==> config.mk <==
export PLATFORM = sky130hd
export DESIGN_NAME = mine_placer
export DESIGN_NICKNAME = d
export VERILOG_FILES = /design/src/rtl/mine_placer.sv
export SDC_FILE = /design/constraint.sdc
export NUM_CORES = 1
export LEC_CHECK = 0
export ABC_AREA = 1
export BUFFER_PORTS_ARGS = -buffer_cell sky130_fd_sc_hd__buf_4
export CORE_MARGIN = 4
export CORE_UTILIZATION = 57
export CTS_CLUSTER_SIZE = 24
export DETAILED_ROUTE_END_ITERATION = 16
export GPL_TIMING_DRIVEN = 0
export PLACE_DENSITY = 0.81
export REMOVE_ABC_BUFFERS = 1
export SLEW_MARGIN = 5
export SYNTH_ARGS = -nofsm -noshare
export SYNTH_HDL_FRONTEND = slang
export SYNTH_SLANG_ARGS = --single-unit
==> constraint.sdc <==
create_clock -name clk -period 4.9 [get_ports clk]
set_input_delay 0.245 -clock clk [delete_from_list [all_inputs] [get_ports clk]]
set_output_delay 0.245 -clock clk [all_outputs]
set_load 0.005 [all_outputs]
==> src/rtl/mine_placer.sv <==
// mine_placer: clears the board then places NUM_MINES distinct mines via BlockRAM's write port; MINE_PLACER_SAFE_RING_EN also keeps the 8 neighbours of safeID clear
module mine_placer #(
  parameter int ROWS = 5,
  parameter int COLS = 5,
  parameter int NUM_MINES = 5,
  parameter int ADDR_W = 12,
  parameter int DATA_W = 32,
  parameter logic [15:0] LFSR_SEED = 16'hACE1
) (
  input  logic              clk,
  input  logic              reset_n,
  input  logic              start,
  input  logic [15:0]       seed,
  input  logic [31:0]       safeID,
  output logic              busy,
  output logic              done,
  output logic              wEn,
  output logic [ADDR_W-1:0] addr,
  output logic [DATA_W-1:0] dataIn
);
  localparam int CELLS = ROWS * COLS;
  localparam logic [7:0] LAST_CELL = 8'(CELLS - 1);
  localparam logic [7:0] LAST_MINE = 8'(NUM_MINES - 1);
  if (CELLS > 256) begin : g_cells_err
    $error("mine_placer: ROWS*COLS exceeds 256");
  end
`ifdef MINE_PLACER_SAFE_RING_EN
  if (NUM_MINES > CELLS - 9) begin : g_mines_err
    $error("mine_placer: NUM_MINES too large for safe ring");
  end
`else
  if (NUM_MINES > CELLS - 1) begin : g_mines_err
    $error("mine_placer: NUM_MINES too large");
  end
`endif
  typedef enum logic [1:0] {IDLE, CLEAR, PLACE, DONE} state_t;
  state_t state, state_n;
  logic [15:0] lfsr;
  logic [7:0] ptr, count, cand, wr_addr;
  logic [255:0] bitmap;
  logic [31:0] safe_id;
  logic in_board, safe_valid, excl, accept, wr, wr_data, cap;
  assign cand = lfsr[7:0];
  assign in_board = {1'b0, cand} < 9'(CELLS);
  assign safe_valid = safe_id < 32'(CELLS);
`ifdef MINE_PLACER_SAFE_RING_EN
  logic [8:0] cr, cc, sr, sc;
  assign cr = 9'(32'(cand) / COLS);
  assign cc = 9'(32'(cand) % COLS);
  assign sr = 9'(safe_id / COLS);
  assign sc = 9'(safe_id % COLS);
  // row/col distance compare clips at board edges without wrapping
  assign excl = safe_valid && (cr + 9'd1 >= sr) && (cr <= sr + 9'd1) && (cc + 9'd1 >= sc) && (cc <= sc + 9'd1);
`else
  assign excl = safe_valid && (32'(cand) == safe_id);
`endif
  assign busy = (state == CLEAR) || (state == PLACE);
  assign done = state == DONE;
  always_comb begin
    state_n = state;
    accept = 1'b0;
    wr = 1'b0;
    wr_addr = ptr;
    wr_data = 1'b0;
    cap = 1'b0;
    unique case (state)
      IDLE, DONE: begin
        cap = start;
        state_n = start ? CLEAR : state;
      end
      CLEAR: begin
        wr = 1'b1;
        state_n = (ptr == LAST_CELL) ? PLACE : CLEAR;
      end
      PLACE: begin
        accept = in_board && !bitmap[cand] && !excl;
        wr = accept;
        wr_addr = cand;
        wr_data = 1'b1;
        state_n = (accept && count == LAST_MINE) ? DONE : PLACE;
      end
    endcase
  end
  always_ff @(posedge clk or negedge reset_n) begin
    if (!reset_n) begin
      state <= IDLE;
      wEn <= 1'b0;
      addr <= '0;
      dataIn <= '0;
      bitmap <= '0;
      count <= '0;
      ptr <= '0;
      lfsr <= LFSR_SEED;
      safe_id <= '0;
    end else begin
      state <= state_n;
      wEn <= wr;
      addr <= ADDR_W'(wr_addr);
      dataIn <= DATA_W'(wr_data);
      if (cap) begin
        ptr <= '0;
        bitmap <= '0;
        count <= '0;
        safe_id <= safeID;
        lfsr <= (seed == 16'd0) ? LFSR_SEED : seed;
      end
      if (state == CLEAR) ptr <= ptr + 8'd1;
      if (state == PLACE) begin
        lfsr <= {lfsr[14:0], lfsr[15] ^ lfsr[13] ^ lfsr[12] ^ lfsr[10]};
        if (accept) begin
          bitmap[cand] <= 1'b1;
          count <= count + 8'd1;
        end
      end
    end
  end
endmodule

# ---- Word-level counts from Yosys, hierarchy flattened
# Index checks and enable logic that the tools add are counted.
dict set report classes {
  n_mux 24
  bitwise_logic 4
  eq_ne 7
  n_lt_le_gt_ge 4
  add_sub_neg 2
  reduce_logical 13
}
# op count
set ops {}
lappend ops {{$mux 256} 3}
lappend ops {{$or 256x256->256} 1}
lappend ops {{$mux 16} 3}
lappend ops {{$mux 8} 6}
lappend ops {{$eq 8x32->1} 1}
lappend ops {{$lt 32x5->1 const B} 1}
lappend ops {{$add 8x1->8 const B} 2}
lappend ops {{$logic_not 16->1} 1}
lappend ops {{$lt 8x9->1 const B} 1}
lappend ops {{$bmux 1 s8} 1}
lappend ops {{$demux 1 s8} 1}
lappend ops {{$eq 8x3->1 const B} 1}
lappend ops {{$eq 8x5->1 const B} 1}
lappend ops {{$ge 8x1->1 const B} 1}
lappend ops {{$lt 8x5->1 const B} 1}
lappend ops {{$mux 1} 6}
lappend ops {{$pmux 2 s3} 1}
lappend ops {{$logic_and 1x1->1} 5}
lappend ops {{$eq 2x2->1 const B} 2}
lappend ops {{$mux 2} 2}
lappend ops {{$reduce_bool 2->1} 2}
lappend ops {{$xor 1x1->1} 3}
lappend ops {{$eq 2x1->1 const B} 1}
lappend ops {{$logic_not 1->1} 2}
lappend ops {{other kinds (5)} 5}
dict set report word_totals {
  reg_bits 332
  output_inout_bits 47
  inputBits 51
}

# ---- Longest topological paths before layout
# Gate-level depths: netlist of the first run.
dict set report depth {
  ltp_word 8
  ltp_mapped 15
}

# ---- Worst setup path after synthesis of the first run
# No wires, ideal clock.
dict set report synth_timing {
  kind {reg2reg}
  start {reg state[0]}
  end {reg count[4]}
  setup_slack_ns 3.059
  arrival_time_ns 1.723
  stages_incl_launch_ff 14
  n_path_buf 2
  t_required_ns 4.782
  period_less_slack_ns 1.841
  cell_sequence {dfrtp_1 > inv_1 > ha_1 > buf_2 > inv_1 > nor2_1 > nand2_1 > a31oi_1 > nand2_1 > nor2_2 > nand2_4 > buf_6 > nand3_1 > nand2_1}
}
dict set report synth_between {
  elab_chain_cells 6
  word_cells_on_any_way 9
  cone_classes {eq/ne: 2; mux: 5; reduce/logical: 2}
}
# element line
set synth_rtl {}
lappend synth_rtl {{start: declaration} 37} ;# state_t state, state_n;
lappend synth_rtl {{start signal: assignment} 96} ;# state <= state_n;
lappend synth_rtl {{$eq 2x2->1 or $logic_not 2->1 (tied branches)} 66} ;# unique case (state)
lappend synth_rtl {{$reduce_or 2->1} 66}
lappend synth_rtl {{$mux 1} 66}
lappend synth_rtl {{$mux 8} 100} ;# if (cap) begin
lappend synth_rtl {{$mux 8} 110} ;# if (accept) begin
lappend synth_rtl {{$mux 8 (*)} 108} ;# if (state == PLACE) begin
lappend synth_rtl {{end signal: assignment} 112} ;# count <= count + 8'd1;
lappend synth_rtl {{end: declaration} 39} ;# logic [7:0] ptr, count, cand, wr_addr;
# Mark *: on every way between the ends. The rest lies on a longest branch, timed or not.
# A chain may end at the register's enable or synchronous reset.

# ---- Worst setup path in the final report of the first run
dict set report layout_timing {
  start {reg lfsr[0]}
  end {reg count[0]}
}
dict set report layout_between {
  elab_chain_cells 8
  word_cells_on_any_way 12
  cone_classes {order compare: 1; eq/ne: 1; mux: 5; reduce/logical: 5}
}
# element line
set layout_rtl {}
lappend layout_rtl {{start: declaration} 38} ;# logic [15:0] lfsr;
lappend layout_rtl {{start signal: assignment} 105} ;# lfsr <= (seed == 16'd0) ? LFSR_SEED : seed;
lappend layout_rtl {{start signal: assignment} 109} ;# lfsr <= {lfsr[14:0], lfsr[15] ^ lfsr[13] ^ lfsr[12] ^ lfsr[10]};
lappend layout_rtl {{$bmux 1 s8} 76} ;# accept = in_board && !bitmap[cand] && !excl;
lappend layout_rtl {{$mux 1 (not written as such)} 76}
lappend layout_rtl {{$logic_not 1->1} 76}
lappend layout_rtl {{$logic_and 1x1->1} 76}
lappend layout_rtl {{$logic_and 1x1->1 (*)} 76}
lappend layout_rtl {{$mux 1 (*)} 66}
lappend layout_rtl {{$mux 8 (*)} 110}
lappend layout_rtl {{$mux 8 (*)} 108}
# Mark *: on every way between the ends. The rest lies on a longest branch, timed or not. The select of a mux whose other input is x is not followed.

==> key figures, run 1 <==
CTS
  • Clock latency at the later pin of the worst-skew pair: 0.43 ns
  • H-Tree Depth: 4
  • Clock transition at path regs: 0.05 ns
  • CTS Buf Count: 17
  • CTS tree: built
  • Post-CTS Resized: 0
  • Sink Count: 140
  • Clk buf depth: 2
  • CTS root buffer: clkbuf_16

Floorplan
  • Die Wd: 119 µm
  • Die Ht: 119 µm
  • Area of the core: 12,060 µm²
  • Die area: 14,160 µm²
  • Site Rows: 40
  • IO Pins: 98
  • Initial core utilization: 0.5823

Layout
  • Layout cell share with drive strength beyond 1: 0.1456
  • Diodes inserted: 0
  • Layout Cell Area excl Fill: 8122 µm²
  • Final Non-Filler Cells: 1,116
  • Final core occ: 0.6733
  • FF+latch area: 3513 µm²
  • Layout net count: 994
  • Area of the multi-input gates: 2784 µm²
  • Fillers: 975
  • Synth-to-layout area growth: 15.64%

Critical path
  • Buf/Inv on CP: 2
  • CP Data Required Time: 5.27 ns
  • Critical setup path kind: register to register
  • Max stage delay on crit path: 1.05 ns
  • Critical path's slowest cell: dfstp_2
  • Crit path DAT: 3.57 ns
  • Cell with the most instances on the worst path: nand2_1
  • CP startpoint kind: register
  • Crit path cell chain: inv_1 -> nand2_1 -> nand2_1 -> nand2_1 -> nand2_1 -> nand2_1 -> nand2_1 -> o21bai_1 -> nand2_1 -> nor2_2 -> nand2_4 -> inv_2 -> nand2_1 -> nand2_1
  • CP Capture Type: register
  • CP Max Fanout: 47
  • CP delay by family, top: simple AND/OR/NAND/NOR gates

Placement
  • GPL Wtd Cong: 0.8598
  • Final HPWL DP: 9729 µm
  • DP Area: 7445 µm²
  • Dpl cells: 1,080
  • IO Port Bufs: 62

Global route
  • Total grt overflow: 0
  • Gr usage total: 0.2230
  • Largest net degree at the start of global routing: 94
  • Vias in the first global route: 5,372
  • First-pass GRT wire length: 25,540 µm
  • Initial antenna violation count: 0

STA
  • Setup TNS: 0 ns
  • Max transition margin: 0.3232
  • Number of setup violations in the final report: 0
  • Unrepaired setup endpoints after global routing: false
  • Slew Limit Fails: 0
  • Fin crit period: 3.204 ns
  • Worst Max-Slew Pin Slew: 1.006 ns
  • Final hold violations: 0
  • Tcrit/Tclk final: 0.6539
  • Clock skew: 0.008441 ns
  • FMAX: 312.1 MHz

Detailed routing
  • Vias: 5,548
  • M1 wire length: 6657 µm
  • DRT Wirelength: 14,850 µm
  • Drc violations: 0
  • First drt pass iteration count: 5
  • Routed wl met2: 7103 µm
  • Met3 wire length: 844 µm
  • Top Layer Used: met4
  • Antenna Nets Post-Route: 0
  • DR vias/cell: 4.971
  • WL/cell: 13.31 µm
  • Starting DRT DRC Count: 656

Synth
  • Yosys cell types: 37
  • Netlist Area Pre-Place: 7023 µm²
  • Seq cells post-synth: 140
  • Syn Inst Count: 883
  • Synth async-reset ratio: 1.000
  • Synth warnings: 0
  • Post-synthesis sequential area ratio: 0.5003
  • Dominant synthesized flop cell: dfrtp_1
  • Syn avg cell area: 7.954 µm²
  • EDFF count, synth: 0

Power and ir drop
  • Power per Cell Area: 510.2 nW/µm²
  • Total power: 4.144 mW
  • Leakage power: 4.059 nW
  • Largest vdd supply drop: 0.3281 mV

Run
  • Maximum capacitance violations: 0

Run status
  • Status: finished clean

Min path
  • Worst Hold Class: input pin to register
## cell usage after synthesis, types with 2 or more instances
master,number,share of area
nand2_1,288,0.15
dfrtp_1,132,0.47
inv_1,99,0.053
nor2_1,93,0.050
nand3_1,50,0.036
o21ai_0,48,0.034
buf_4,37,0.040
clkbuf_1,19,0.010
o22ai_2,13,0.023
a21oi_1,11,0.0078
buf_6,8,0.013
dfstp_2,8,0.030
o21ai_2,8,0.010
ha_1,7,0.012
xor2_1,7,0.0087
o21ai_1,6,0.0043
nor3_1,5,0.0036
o221ai_1,5,0.0062
buf_2,4,0.0029
inv_2,4,0.0021
o211ai_1,4,0.0043
buf_1,3,0.0016
nand4_1,3,0.0027
nor4_1,3,0.0027
or2_2,3,0.0027
nor2_2,2,0.0018
o22ai_1,2,0.0018
xnor2_1,2,0.0025
## through the flow
| stage | hold slack [ns] | setup slack (ns) |
|---|---|---|
| 2_1_floorplan | -0.05059 | 1.536 |
| 3_3_place_gp | 0.4399 | 0.02667 |
| 3_5_place_dp | 0.2078 | 1.727 |
| 4_1_cts | 0.0008109 | 1.704 |
| 5_1_grt | 0.01361 | 1.360 |
| 6_report | 0.007564 | 1.696 |
## worst paths after layout
check | start | endpoint | slack, ns | depth (start not counted)
max | lfsr[0] | count[0] | 1.70 | 14
min | safeID[17] | safe_id[17] | 0.008 | 3
max reg2reg | lfsr[0] | count[0] | 1.70 | 14
min reg2reg | safe_id[13] | safe_id[13] | 0.48 | 2
max in group asynchronous | reset_n | safe_id[5] | 3.80 | 3
min in group asynchronous | reset_n | bitmap[28] | 0.32 | 2
## layout make-up
| cell class | instances | area share |
|---|---|---|
| Sequential cell | 140 | 0.4326 |
| Tap cell | 168 | 0.02588 |
| Multi-Input combinational cell | 602 | 0.3428 |
| Timing Repair Buffer | 71 | 0.07318 |
| Clock buffer | 24 | 0.06055 |
| Inverter | 104 | 0.04837 |
| Clock inverter | 7 | 0.01664 |
## repair_timing
| item | in CTS | in global routing |
|---|---|---|
| endpoints found under the setup margin | 0 | 0 |
| hold buffers | 5 | 0 |
| setup buffers | 0 | 0 |
| endpoints found under the hold margin | 43 | 0 |
## where the power goes
part           internal, mW  switching [mW]
clock                 0.900           0.466
combinational         0.374           0.657
sequential             1.48           0.268
total                  2.75            1.39
## kinds of logic after synthesis
kind of cell	Yosys count	synth area share
AOI/OAI and AO/OA	101	0.09621
xor gates and xnor gates	9	0.01122
adders and majority gates	7	0.01247
buffers and inverters	175	0.1226
DFF	140	0.5003
other	1	0.0005340
and+or+nand+nor	450	0.2567
## tightest hold or removal path, delay by kind of cell
family / cells / cell delay [ns]
buf+inv: 1 / 0.07
simple gates: 2 / 0.08
## layout by cell type (no fill, tap or decap), types with 2 or more instances in the layout
master / count
conb_1: 35
or2_2: 3
nor2_2: 2
o221ai_1: 5
clkbuf_8: 4
bufinv_16: 4
nor2_1: 93
o22ai_1: 2
xnor2_1: 2
o21ai_1: 6
dlygate4sd3_1: 5
inv_1: 99
a21oi_1: 11
xor2_1: 7
o22ai_2: 13
ha_1: 7
clkinv_2: 3
nand2_1: 287
buf_4: 62
o21ai_0: 48
clkbuf_16: 17
dfrtp_1: 132
nand4_1: 3
nor4_1: 3
clkbuf_1: 3
nor3_1: 4
inv_2: 3
o211ai_1: 4
buf_12: 2
dfstp_2: 8
o21ai_2: 8
nand2_2: 2
nand3_1: 50
## flip-flops by register name, indices dropped and copies added, names as in the netlist
name,flops
bitmap,64
safe_id,32
lfsr,16
addr,8
count,8
ptr,8
state,2
dataIn,1
wEn,1
## metal layers
layer	up-vias	GRT usage
met1	2593	0.3062
li1	2783	-
met2	152	0.3409
met5	-	0
met4	0	0.07748
met3	20	0.06363
Power figures use the tool's default switching activity.
==> run 2: changes to the inputs <==
Settings changed: CORE_UTILIZATION 57 to 48, PLACE_DENSITY 0.81 to 0.73.
Clock period 4.9 ns to 2.65 ns, I/O delays scaled along.
==> key figures, run 2 (same netlist as run 1, synthesis figures left out) <==
Run status
  • Status: finished clean

CTS
  • H-Tree Depth: 4 (unchanged)
  • Clock transition at path regs: 0.06 ns (about the same)
  • CTS root buffer: clkbuf_16
  • Sink Count: 140 (unchanged)
  • CTS tree: built
  • CTS Buf Count: 17 (unchanged)
  • Clock latency at the later pin of the worst-skew pair: 0.43 ns (about the same)
  • Clk buf depth: 2 (unchanged)

Layout
  • Synth-to-layout area growth: 22.07%
  • Final Non-Filler Cells: 1,170 (+4.8%)
  • Area of the multi-input gates: 2834 µm² (+1.8%)
  • Layout cell share with drive strength beyond 1: 0.1535 (+0.007966)
  • Most common cell after layout, fill and taps aside: nand2_1
  • Final core occ: 0.6082 (-0.06514)
  • Layout net count: 1,038 (+4.4%)
  • Largest regs: bitmap: 64 flops, safe_id: 32 flops, lfsr: 16 flops
  • Fillers: 1,241 (+27%)
  • FF+latch area: 3518 µm² (+0.14%)
  • Top reg by flops: bitmap
  • Largest register FFs: 64 (unchanged)
  • Most frequent cells in the layout: 287 x nand2_1, 131 x dfrtp_1, 98 x inv_1
  • Diodes inserted: 0 (unchanged)

Global route
  • Met3 Usage GRT: 0.05936 (-0.004267)
  • Vias in the first global route: 5,548 (+3.3%)
  • Grt peak-use layer: met2
  • Largest net degree at the start of global routing: 97 (+3.2%)
  • First-pass GRT wire length: 26,500 µm (+3.7%)
  • Gr usage total: 0.2010 (-0.02198)
  • GR met1 Demand/Resource: 0.2658 (-0.04044)
  • Met2 Track Usage GR: 0.3253 (-0.01556)
  • Total grt overflow: 0 (unchanged)
  • Initial antenna violation count: 0 (unchanged)

STA
  • Max transition margin: 0.2894 (-0.03376)
  • FMAX: 404.3 MHz (+30%)
  • Setup TNS: 0 ns (unchanged)
  • Worst Max-Slew Pin Slew: 1.056 ns (+0.05018 ns)
  • Final hold violations: 0 (unchanged)
  • Slew Limit Fails: 0 (unchanged)
  • Fin crit period: 2.473 ns (-0.7309 ns)
  • Number of setup violations in the final report: 0 (unchanged)
  • Clock skew: 0.007540 ns (-0.0009012 ns)
  • Tcrit/Tclk final: 0.9333 (+0.2794)
  • Minimum hold slack: 0.01816 ns (+0.01059 ns)

Placement
  • Final HPWL DP: 9593 µm (-1.4%)
  • GPL Wtd Cong: 0.8185 (-4.8%)
  • Dpl cells: 1,092 (+1.1%)
  • IO Port Bufs: 62 (unchanged)

Floorplan
  • Initial core utilization: 0.4982 (-0.08404)
  • Die Ht: 129.0 µm (+8.4%)
  • Die Wd: 129.0 µm (+8.4%)
  • Area of the core: 14,100 µm² (+17%)
  • Die area: 16,630 µm² (+17%)
  • Site Rows: 43 (+7.5%)
  • IO Pins: 98 (unchanged)

Detailed routing
  • First drt pass iteration count: 7 (+2)
  • DR vias/cell: 4.915 (-1.1%)
  • DRT Wirelength: 16,070 µm (+8.2%)
  • WL/cell: 13.74 µm (+3.2%)
  • Drc violations: 0 (unchanged)
  • Starting DRT DRC Count: 411 (-37%)
  • Antenna Nets Post-Route: 0 (unchanged)
  • Vias: 5,751 (+3.7%)

Critical path
  • Cell with the most instances on the worst path: nand2_1
  • Max stage delay on crit path: 0.69 ns (-0.36 ns)
  • Critical path's slowest cell: dfstp_4
  • Crit path cell chain: clkinvlp_4 -> buf_4 -> nand2_1 -> nand2_1 -> nand2_1 -> nand2_1 -> nand2_1 -> nand2_1 -> o21ai_1 -> nand2_1 -> nor2_4 -> nand2_8 -> inv_2 -> nand2_1 -> nand2_1
  • CP startpoint kind: register
  • CP Capture Type: register
  • Crit path DAT: 2.84 ns (-0.73 ns)
  • Critical setup path kind: register to register
  • CP Max Fanout: 18 (-62%)
  • CP Data Required Time: 3.01 ns (-2.26 ns)

Power and ir drop
  • Power per Cell Area: 898.0 nW/µm² (+76%)
  • Leakage power: 4.233 nW (+4.3%)
  • Largest vdd supply drop: 0.7681 mV (+130%)

Min path
  • Worst Hold Class: input pin to register

Run
  • Maximum capacitance violations: 0 (unchanged)
run 2: cell type report:
class,count,area share
clock inverters,7,0.01343
flip-flops and latches,140,0.4104
repair buffers,114,0.1175
well taps,180,0.02627
clock buffers,22,0.05531
inverters,104,0.04656
multi-input cells,603,0.3306
run 2: report_power, final:
group          internal [mW]  switching (mW)
sequential              2.74           0.418
clock                   1.53           0.869
combinational          0.807            1.33
total                   5.08            2.62
run 2: routing by layer:
metal  routed length (µm)  vias to the layer above
li1                     -                     2869
met1                 7056                     2724
met2                 7934                      140
met3                  902                       18
met4                  178                        0
met5                    0                        -
run 2: what timing repair did:
item / 4_1_cts / 5_1_grt
resized for setup: 9 / 3
pin swaps: 1 / 2
hold endpoints to repair: 81 / 0
endpoints found under the setup margin: 44 / 43
hold buffers: 38 / 0
buffers inserted: 4 / 7
cloned: 1 / 0
run 2: metrics by stage:
step	total power [mW]	setup WS, ns	area (µm²)
after floorplan	4.369	-0.7143	6680
after global placement	5.030	-2.306	7371
after detailed placement	5.117	-0.5370	7460
after CTS	7.659	0.03235	8517
after global routing	8.191	-0.007052	8573
final	7.699	0.1769	8573
run 2: final timing paths:
kind	cells past startpoint	slack, ns	from	to
max	15	0.18	lfsr[0]	count[7]
min	3	0.02	seed[15]	lfsr[15]
max reg2reg	15	0.18	lfsr[0]	count[7]
min reg2reg	2	0.48	safe_id[12]	safe_id[12]
max in group asynchronous	3	1.65	reset_n	count[3]
min in group asynchronous	2	0.19	reset_n	bitmap[31]
run 2: critical path, delay by kind of cell, from the launching register on:
kind                   cells  cell delay (ns)
DFF                        1             0.69
buffers and inverters      3             0.59
and+or+nand+nor           11             0.98
AOI/OAI and AO/OA          1             0.12
==> run 3: changes to the inputs <==
Settings changed: CELL_PAD_IN_SITES_DETAIL_PLACEMENT set to 0, CELL_PAD_IN_SITES_GLOBAL_PLACEMENT set to 1, CORE_UTILIZATION 48 to 36, PLACE_DENSITY 0.73 to 0.74.
==> key figures, run 3 (same netlist as run 1, synthesis figures left out) <==
STA
  • Tcrit/Tclk final: 0.9361 (+0.002798)
  • Final hold violations: 0 (unchanged)
  • Clock skew: 0.008258 ns (+0.0007185 ns)
  • Fin crit period: 2.481 ns (+0.007415 ns)
  • Final setup margin: 0.1695 ns (-0.007415 ns)
  • Number of setup violations in the final report: 0 (unchanged)
  • FMAX: 403.1 MHz (-0.30%)
  • Slew Limit Fails: 0 (unchanged)
  • Unrepaired setup endpoints after global routing: false
  • Max transition margin: 0.3842 (+0.09473)
  • Worst Max-Slew Pin Slew: 0.9153 ns (-0.1408 ns)

Global route
  • Initial antenna violation count: 0 (unchanged)
  • Vias in the first global route: 5,477 (-1.3%)
  • Met2 Track Usage GR: 0.2487 (-0.07662)
  • First-pass GRT wire length: 27,870 µm (+5.2%)
  • Grt peak-use layer: met2
  • GR met1 Demand/Resource: 0.2195 (-0.04622)
  • Largest net degree at the start of global routing: 78 (-20%)
  • Met3 Usage GRT: 0.02882 (-0.03054)
  • Gr usage total: 0.1595 (-0.04154)
  • Total grt overflow: 0 (unchanged)

Critical path
  • CP Max Fanout: 17 (-1)
  • CP Capture Type: register
  • R2R Setup Slk: 0.17 ns (about the same)
  • CP startpoint kind: register
  • Critical setup path kind: register to register
  • CP Data Required Time: 2.94 ns (-0.07 ns)
  • Crit path DAT: 2.77 ns (-0.07 ns)

Layout
  • Area of the multi-input gates: 2839 µm² (+0.18%)
  • Most common cell after layout, fill and taps aside: nand2_1
  • Layout cell share with drive strength beyond 1: 0.1531 (-0.0004639)
  • FF+latch area: 3518 µm² (unchanged)
  • Synth-to-layout area growth: 23.39%
  • Top reg by flops: bitmap
  • Layout Cell Area excl Fill: 8666 µm² (+1.1%)
  • Most frequent cells in the layout: 287 x nand2_1, 131 x dfrtp_1, 98 x inv_1
  • Largest regs: bitmap: 64 flops, safe_id: 32 flops, lfsr: 16 flops
  • Final core occ: 0.4572 (-0.1510)
  • Largest register FFs: 64 (unchanged)
  • Layout net count: 1,040 (+0.19%)
  • Diodes inserted: 0 (unchanged)
  • Fillers: 1,938 (+56%)

Placement
  • Place WS: -0.6721 ns (-0.1352 ns)
  • IO Port Bufs: 62 (unchanged)
  • Final HPWL DP: 10,360 µm (+8.0%)
  • GPL Wtd Cong: 0.8009 (-2.2%)
  • DP Area: 7571 µm² (+1.5%)

Detailed routing
  • DRT Wirelength: 16,740 µm (+4.1%)
  • First drt pass iteration count: 5 (-2)
  • Starting DRT DRC Count: 415 (+0.97%)
  • Drc violations: 0 (unchanged)
  • WL/cell: 13.36 µm (-2.8%)
  • Vias: 5,629 (-2.1%)
  • DR vias/cell: 4.492 (-8.6%)
  • Antenna Nets Post-Route: 0 (unchanged)

Floorplan
  • Area of the core: 18,960 µm² (+34%)
  • Site Rows: 50 (+16%)
  • IO Pins: 98 (unchanged)
  • Die area: 21,810 µm² (+31%)
  • Initial core utilization: 0.3705 (-0.1277)
  • Die Wd: 147.7 µm (+15%)
  • Die Ht: 147.7 µm (+15%)

Power and ir drop
  • Largest vdd supply drop: 0.5164 mV (-33%)
  • Total power: 7.493 mW (-2.7%)
  • Power per Cell Area: 864.7 nW/µm² (-3.7%)
  • Leakage power: 4.224 nW (-0.20%)

CTS
  • H-Tree Depth: 4 (unchanged)
  • Clock latency at the later pin of the worst-skew pair: 0.42 ns (about the same)
  • CTS tree: built
  • Sink Count: 140 (unchanged)
  • Clk buf depth: 2 (unchanged)
  • Clock transition at path regs: 0.06 ns (about the same)
  • CTS root buffer: clkbuf_16
  • CTS Buf Count: 17 (unchanged)

Run
  • Maximum capacitance violations: 0 (unchanged)

Min path
  • Worst Hold Class: input pin to register

Run status
  • Status: finished clean
## run 3: cell type report
class                           count  share of cell area
Tap cell                          260             0.03754
Clock buffer                       23             0.05515
Clock inverter                      7            0.004909
Inverter                          104             0.04635
Timing Repair Buffer              116              0.1224
Multi-Input combinational cell    603              0.3276
Sequential cell                   140              0.4060
## run 3: power by group
group	total, mW	switching [mW]	internal (mW)
Clock	2.13	0.884	1.25
Sequential	3.16	0.418	2.74
Combinational	2.20	1.36	0.841
Total	7.49	2.66	4.83
## run 3: critical path, cell delays in order, from the launching register on
cell	delay [ns]
dfstp_4	0.68
buf_4	0.16
buf_4	0.21
nand2_1	0.06
o21ai_0	0.07
nand2_1	0.07
nand2_1	0.08
nand2_1	0.04
nand2_1	0.13
nor2_1	0.07
nor2_1	0.25
nor2_4	0.14
nand2_4	0.28
o22ai_2	0.11
## run 3: per-layer routing
layer	share of wire	wire length [µm]
met2	0.47	7894
met1	0.48	8082
met4	0.012	207
met3	0.033	552
met5	0	0
## run 3: final timing paths
path / from / endpoint / depth (start not counted)
setup / recovery: lfsr[0] / bitmap[16] / 13
hold / removal: seed[9] / lfsr[9] / 3
hold reg to reg: safe_id[15] / safe_id[15] / 2
min in group asynchronous: reset_n / bitmap[61] / 2
max in group asynchronous: reset_n / bitmap[36] / 3
setup reg to reg: lfsr[0] / bitmap[16] / 13
## run 3: stage by stage
| stage | hold slack [ns] | instances | setup TNS (ns) |
|---|---|---|---|
| after floorplan | -0.1631 | 846 | -20.32 |
| after global placement | 0.3291 | 1168 | -176.03 |
| after detailed placement | 0.1783 | 1172 | -23.39 |
| after CTS | 0.003785 | 1247 | 0 |
| after global routing | 0.05101 | 1253 | 0 |
| final | 0.03066 | 1253 | 0 |
## run 3: what timing repair did
item                                    4_1_cts  5_1_grt
endpoints found under the hold margin        94        0
gates cloned                                  1        0
resized for setup                            10        5
pin swaps                                     1        2
hold buffers                                 40        0
buffers inserted                              4        6
endpoints found under the setup margin       51       40
